`src/rtl/f1_pkg.sv`:
```
// f1_pkg: shared types and constants for the F1 reaction timer.
//   f1_rt_state_t  - measurement FSM states
//   LIGHTS_ALL_ON  - all lamps lit (default 8-lamp gantry)
//   LIGHTS_OFF     - all lamps dark (lights-out)
package f1_pkg;
  localparam int LIGHTS_W_DFLT = 8;
  localparam logic [LIGHTS_W_DFLT-1:0] LIGHTS_ALL_ON = '1;
  localparam logic [LIGHTS_W_DFLT-1:0] LIGHTS_OFF    = '0;

  typedef enum logic [2:0] {
    ST_IDLE   = 3'd0,
    ST_ARMED  = 3'd1,
    ST_FULL   = 3'd2,
    ST_TIMING = 3'd3,
    ST_DONE   = 3'd4,
    ST_FALSE  = 3'd5
  } f1_rt_state_t;
endpackage

```
`src/rtl/f1_reaction_timer_trig_sync.sv`:
```
// trig_sync: brings the raw push-button into the clk domain and emits a
// single-cycle pulse on its rising edge.
//   clk       in  system clock
//   rst       in  async active-low reset
//   trigger   in  raw asynchronous button, active-high
//   trig_edge out one-cycle pulse, rising edge of the synchronized button
module trig_sync (
  input  logic clk,
  input  logic rst,
  input  logic trigger,
  output logic trig_edge
);
  logic r_sync1, r_sync2, r_prev;

  always_ff @(posedge clk or negedge rst) begin
    if (!rst) begin
      r_sync1 <= 1'b0;
      r_sync2 <= 1'b0;
      r_prev  <= 1'b0;
    end else begin
      r_sync1 <= trigger;
      r_sync2 <= r_sync1;
      r_prev  <= r_sync2;
    end
  end

  assign trig_edge = r_sync2 & ~r_prev;
endmodule

```
`src/rtl/f1_reaction_timer.sv`:
```
// f1_reaction_timer: measures driver reaction time (ms) from lights-out to
// a trigger press, flags false starts, and holds the result until the next
// light sequence begins.
//   clk         in  system clock
//   rst         in  async active-low reset
//   ms_tick     in  one-cycle pulse per millisecond
//   lights      in  lamp pattern from the start-light sequencer
//   trigger     in  raw push-button, active-high
//   time_ms     out latched reaction time (0 after a false start)
//   valid       out time_ms holds a valid measurement
//   false_start out press seen before lights-out
//   busy        out sequence in progress (ARMED, FULL, TIMING)
module f1_reaction_timer
  import f1_pkg::*;
#(
  parameter int CNT_WIDTH = 16,
  parameter int LIGHTS_W  = 8
) (
  input  logic                 clk,
  input  logic                 rst,
  input  logic                 ms_tick,
  input  logic [LIGHTS_W-1:0]  lights,
  input  logic                 trigger,
  output logic [CNT_WIDTH-1:0] time_ms,
  output logic                 valid,
  output logic                 false_start,
  output logic                 busy
);
  localparam logic [LIGHTS_W-1:0]  W_ALL_ON = '1;
  localparam logic [LIGHTS_W-1:0]  W_OFF    = '0;
  localparam logic [CNT_WIDTH-1:0] CNT_MAX  = '1;
  localparam logic [CNT_WIDTH-1:0] CNT_LAST = CNT_MAX - 1'b1;

  f1_rt_state_t         r_state;
  logic [CNT_WIDTH-1:0] r_cnt;
  logic [CNT_WIDTH-1:0] r_time;
  logic                 r_valid;
  logic                 r_false;
  logic                 w_trig_edge;

  trig_sync u_trig_sync (
    .clk       (clk),
    .rst       (rst),
    .trigger   (trigger),
    .trig_edge (w_trig_edge)
  );

  always_ff @(posedge clk or negedge rst) begin
    if (!rst) begin
      r_state <= ST_IDLE;
      r_cnt   <= '0;
      r_time  <= '0;
      r_valid <= 1'b0;
      r_false <= 1'b0;
    end else begin
      case (r_state)
        ST_IDLE: if (lights != W_OFF) r_state <= ST_ARMED;

        // A press anywhere before lights-out is a false start, even when
        // the lamps go dark in the same cycle.
        ST_ARMED, ST_FULL: begin
          if (w_trig_edge) begin
            r_state <= ST_FALSE;
            r_time  <= '0;
            r_false <= 1'b1;
            r_valid <= 1'b0;
          end else if (r_state == ST_ARMED) begin
            if (lights == W_ALL_ON)   r_state <= ST_FULL;
            else if (lights == W_OFF) r_state <= ST_IDLE;
          end else if (lights == W_OFF) begin
            r_state <= ST_TIMING;
            r_cnt   <= '0;
          end
        end

        // A tick coinciding with the press counts toward the result.
        // Reaching all-ones ends the run as a valid timeout, so the
        // counter never wraps.
        ST_TIMING: begin
          if (w_trig_edge) begin
            r_time  <= (ms_tick && r_cnt != CNT_MAX) ? r_cnt + 1'b1 : r_cnt;
            r_valid <= 1'b1;
            r_state <= ST_DONE;
          end else if (ms_tick) begin
            r_cnt <= r_cnt + 1'b1;
            if (r_cnt == CNT_LAST) begin
              r_time  <= CNT_MAX;
              r_valid <= 1'b1;
              r_state <= ST_DONE;
            end
          end
        end

        ST_DONE, ST_FALSE: begin
          if (lights != W_OFF) begin
            r_state <= ST_ARMED;
            r_valid <= 1'b0;
            r_false <= 1'b0;
          end
        end

        default: r_state <= ST_IDLE;
      endcase
    end
  end

  assign time_ms     = r_time;
  assign valid       = r_valid;
  assign false_start = r_false;
  assign busy        = (r_state == ST_ARMED) || (r_state == ST_FULL) ||
                       (r_state == ST_TIMING);
endmodule
```
`config.mk`:
```
export PLATFORM = sky130hd
export DESIGN_NAME = f1_reaction_timer
export DESIGN_NICKNAME = d
export VERILOG_FILES = /design/src/rtl/f1_pkg.sv /design/src/rtl/f1_reaction_timer_trig_sync.sv /design/src/rtl/f1_reaction_timer.sv
export SDC_FILE = /design/constraint.sdc
export NUM_CORES = 1
export LEC_CHECK = 0
export BUFFER_PORTS_ARGS = -buffer_cell sky130_fd_sc_hd__buf_4
export CAP_MARGIN = 20
export CELL_PAD_IN_SITES_DETAIL_PLACEMENT = 1
export CELL_PAD_IN_SITES_GLOBAL_PLACEMENT = 1
export CORE_MARGIN = 5
export CORE_UTILIZATION = 47
export CTS_CLUSTER_DIAMETER = 150
export DETAILED_ROUTE_END_ITERATION = 16
export GPL_ROUTABILITY_DRIVEN = 0
export PLACE_DENSITY_LB_ADDON = 0.1
export SYNTH_ARGS = -nofsm -noshare
export SYNTH_HDL_FRONTEND = slang
export SYNTH_SLANG_ARGS = --single-unit
export TNS_END_PERCENT = 50
```
`constraint.sdc`:
```
create_clock -name clk -period 3.55 [get_ports clk]
set_input_delay 0.71 -clock clk [delete_from_list [all_inputs] [get_ports clk]]
set_output_delay 0.71 -clock clk [all_outputs]
set_load 0.005 [all_outputs]
```
* Word level (Yosys, flattened, before mapping)
Index checks and enable logic that the tools add are counted.
** Operators by class
- Add/sub/neg operators :: 1
- Multiply operators :: 0
- Divide/modulo/power cells :: 0
- $lt $le $gt $ge :: 0
- Eq/ne operators :: 20
- Shifts and indexed selects :: 0
- Multiplexer cells :: 30
- Bitwise operators :: 2
- Reductions and logical operators :: 17
** Operator list (count)
- $mux W16 :: 10
- $pmux W16 S2 :: 2
- $mux W3 :: 9
- $add A16 B1 Y16 const B :: 1
- $eq A16 B16 Y1 const B :: 1
- $ne A16 B16 Y1 const B :: 1
- $ne A2 B2 Y1 const B :: 6
- $reduce_and A5 Y1 :: 2
- $pmux W3 S3 :: 1
- $eq A8 B8 Y1 const B :: 1
- $logic_not A8 Y1 :: 1
- $ne A4 B3 Y1 const B :: 2
- $reduce_bool A8 Y1 :: 1
- $eq A3 B2 Y1 const B :: 2
- $eq A3 B3 Y1 const B :: 2
- $mux W1 :: 6
- $ne A3 B2 Y1 const B :: 2
- $reduce_and A6 Y1 :: 1
- $ne A2 B1 Y1 const B :: 2
- $reduce_and A4 Y1 :: 1
- $reduce_bool A2 Y1 :: 2
- $reduce_or A2 Y1 :: 2
- $eq A3 B1 Y1 const B :: 1
- $logic_not A3 Y1 :: 1
- other kinds (9) :: 10
** Storage, ports and cells
- Flip-flop bits (word level) :: 40
- Latch bits :: 0
- Bits in writable memories :: 0
- Bits in read-only memories :: 0
- Output and inout port bits :: 19
- Word-level logic and storage cells :: 78
- Memories kept :: 0

* Logic depth before layout (Yosys ltp)
- Depth in word-level cells :: 6
- Mapped depth :: 9
- Gate-level depth less buffers :: 7

* By module
Synthesis repeated with hierarchy kept, for this count alone.
** Unflattened totals
- Cell total of the unflattened synthesis :: 249
- Area total of the unflattened synthesis :: 2387.3 µm²
** Modules (own cells, without submodules)
- f1_reaction_timer :: instances 1, cells an instance 245, area an instance 2298.5 µm², seq. area each 925.9 µm²
- trig_sync :: instances 1, cells an instance 4, area an instance 88.8 µm², seq. area each 75.1 µm²

* Worst setup path before layout
Ideal clock, no wire load.
- Path kind :: reg-to-reg
- Start :: register r_cnt[1]
- End :: register r_time[1] (netlist: time_ms[1])
- Library setup time :: 0.122 ns
- Arrival :: 2.252 ns
- Required time :: 3.428 ns
- Slack :: 1.176 ns
- Stages on the path, launching flop included :: 9
- Path buffers :: 2
- Period minus slack after synthesis :: 2.374 ns
- Cells stage by stage :: dfrtp_1 -> ha_1 -> nand3_4 -> or4_4 -> buf_6 -> and2_4 -> buf_6 -> or3_1 -> a32o_1
** On the way
- Longest elaborated chain between the ends :: 5
** RTL lines
- start, declared :: RTL line f1_reaction_timer.sv:35 : logic [CNT_WIDTH-1:0] r_cnt;
- start signal, assigned :: RTL line f1_reaction_timer.sv:85 : r_cnt <= r_cnt + 1'b1;
- branches (longest 5 deep; another with $add A16 B1 Y16)
- end signal, assigned :: RTL line f1_reaction_timer.sv:81 : r_time <= (ms_tick && r_cnt != CNT_MAX) ? r_cnt + 1'b1 : r_cnt;
- end, declared :: RTL line f1_reaction_timer.sv:36 : logic [CNT_WIDTH-1:0] r_time;
Parallel ways; which one is timed is not known.
A chain may end at the register's enable or synchronous reset.

* Worst setup path in the final report
- Start :: register r_cnt[0]
- End :: register r_time[1] (netlist: time_ms[1])
The elaborated chain is that of the path after synthesis.

==> results.ini <==
[outcome]
status=complete, no violations

[logic_synthesis]
avgSynthCellArea_sq_um=8.952
syn_inst=252
yosysSeqAreaShare_pct=44.37
synth_seq_cells=40
ys_types=44
syn_area_sq_um=2256
synth.net_count=266
yosys_warnings=0

[placed_design]
dpl.hpwl_mm=4.518
dp.cells=323
pre_cts_ws_ps=1076
port_buffers=30

[worst_setup_path]
critPathMaxFanout=9
worstPathRequired_ps=3740
worstSetupPathType=register to register
critPathLaunch=r_cnt[0]
cp-end-kind=register
r2r_slack_ps=1090
r2r_cells=6
reg2reg_to=time_ms[1]
cp.arrival_ps=2650
start_kind=register
crit_end=time_ms[1]
rr_startpoint=r_cnt[0]

[cts]
hold_buffers=0
post_cts_buffers=0
clk_path_buf_depth=2
cts_root_buffer=clkbuf_8
ctsResizeCount=0
clock_sinks=40
clk_latency_ps=300
path_clk_slew_ps=80
cts_tree=done
h-tree-depth=2
numCtsBuffers=5

[floorplan]
io_pins=31
die-height_microns=79.28
rows=25
coreArea_sq_um=4692
start_util_pct=48.08
dieArea_sq_um=6285
die-width_microns=79.28

[timing]
fin_crit_sh_pct=69.34
relSlewSlack_pct=38.98
setup_viol=0
fin_worst_skew_ps=6.040
timing.final.max_slew_violations=0
tightest_slew_ps=906.9
rsz0062_at_grt=no
hold_violations=0
period_needed_ps=2462
setup-tns-final_ps=0
timing.fmax_ghz=0.4062
setup_slack_ps=1088

[power_and_ir_drop]
powerDensity_nw_per_um2=356.5
irDropWorstVdd_mv=0.1957
power_switching_mw=0.2246
p_comb_share_pct=8.1
pwr-share-clk_pct=40.1
p_leak_nw=1.126
intPower_mw=0.7053
swShare_pct=24.16
seqPwrFrac_pct=51.8

[detailed_routing]
dr.pass1.iters=4
drtIter0Drc=95
drt.antenna.violating_nets=0
wl_per_cell_microns=18.88
totalWireLength_mm=6.250
vias=2109
drc=0
routed_via_density=6.372

[finish]
drive_above_1_share_pct=18.77
final_cells=331
area_delta_synth_final_pct=15.64
diodes=0
nets=290
fillerInstances=572

[grt]
antenna_found_initial=0
grt_usage_pct=21.94
grt_pass1_vias=2095
gr-total-overflow=0
grt_pass1_wl_mm=10.70
grt_max_degree=41

[job]
maxCapViolations=0

[hold_path]
hold_path_class=register to register
min_from=u_trig_sync.r_sync1

## cell usage in the layout (no fill, tap or decap), types with 5 or more instances in the layout
| master | n |
|---|---|
| nor3_1 | 6 |
| xor2_1 | 8 |
| nand2_1 | 15 |
| nand3_1 | 17 |
| nor4_1 | 6 |
| o21ai_0 | 36 |
| clkbuf_8 | 5 |
| a21oi_1 | 14 |
| nand4_1 | 12 |
| buf_4 | 36 |
| nor2_1 | 22 |
| dfrtp_1 | 40 |
## metrics by stage
stage | instance area [sq um] | hold slack (ps) | power (mW) | utilization [%]
floorplan | 2256 | 331.2 | 0.5270 | -
global placement | 2501 | 334.7 | 0.5643 | 53.31
detailed placement | 2501 | 347.0 | 0.5669 | 53.31
CTS | 2609 | 365.8 | 0.9435 | 55.60
global route | 2609 | 396.0 | 0.9743 | 55.60
finish | 2609 | 362.2 | 0.9300 | 55.60
## synth_stat cells, drive strengths merged
cell	n	area, sq um
a211o	2	17.52
a211oi	4	30.03
a21o	3	22.52
a21oi	14	70.07
a22o	1	8.760
a22oi	3	22.52
a31oi	2	12.51
a32o	4	40.04
a41o	2	22.52
and2	3	21.27
and3	2	13.77
buf	6	43.79
clkbuf	13	48.80
dfrtp	40	1001
ha	2	25.02
inv	4	15.01
nand2	15	56.30
nand2b	1	6.260
nand3	18	102.6
nand3b	2	15.01
nand4	14	108.9
nor2	22	82.58
nor2b	2	12.51
nor3	6	30.03
nor3b	2	15.01
nor4	6	37.54
o21a	2	15.01
o21ai	36	180.2
o221ai	1	8.760
o31ai	3	22.52
o41ai	3	26.28
or3	2	13.77
or4	1	11.26
xnor2	3	26.28
xor2	8	70.07
## critical path: stages (launching register included)
cell	delay [ps]
dfrtp_1	490
ha_1	330
nand3_4	140
or4_4	610
and2_4	230
or3_1	310
a32o_1	250
## metal layers
layer  up-vias  wire length [microns]  track usage, %  share of wire [%]
li1        985                      -               -                  -
met1      1077                   2964           29.40                 47
met2        41                   2995           36.11                 48
met3         6                    228           4.195                3.6
met4         0                     61           6.186               0.98
met5         -                      0               0                  0
## power groups by stage
stage	clock (mW)	sequential [mW]	combinational (mW)
2_1_floorplan	0	0.480	0.0472
3_3_place_gp	0	0.489	0.0753
3_5_place_dp	0	0.490	0.0769
4_1_cts	0.386	0.481	0.0771
5_1_grt	0.406	0.483	0.0852
6_report	0.373	0.481	0.0756
## flip-flops by register name (all words and copies together), names as in the netlist
signal,count
time_ms,16
r_cnt,16
u_trig_sync.r_sync2,1
u_trig_sync.r_prev,1
false_start,1
u_trig_sync.r_sync1,1
r_state,3
valid,1
## worst min-delay path by stage
stage / to / slack (ps) / cells after the start
finish: u_trig_sync.r_sync2 / 360 / 0
global route: u_trig_sync.r_sync2 / 400 / 0
CTS: u_trig_sync.r_sync2 / 370 / 0
global placement: u_trig_sync.r_sync2 / 330 / 0
floorplan: u_trig_sync.r_sync2 / 330 / 0
detailed placement: u_trig_sync.r_sync2 / 350 / 0
## cell type report
type | instances | area [sq um] | share of cell area (%)
clock buffer | 6 | 72.57 | 2.782
timing repair buffer | 36 | 270.3 | 10.36
tap | 54 | 67.56 | 2.590
clock inverter | 2 | 35.03 | 1.343
inverter | 4 | 15.01 | 0.5755
sequential | 40 | 1001 | 38.37
multi-input combinational | 189 | 1147 | 43.98
## cell families (layout without fill, tap and decap cells)
logic type,after synthesis,after routing,synth area share (%)
and+or+nand+nor,96,96,23.35
AOI/OAI and AO/OA,80,80,22.13
DFF,40,40,44.37
buffers and inverters,23,48,4.770
xor gates and xnor gates,11,11,4.271
adders and majority gates,2,2,1.109
Power figures use the tool's default switching activity.
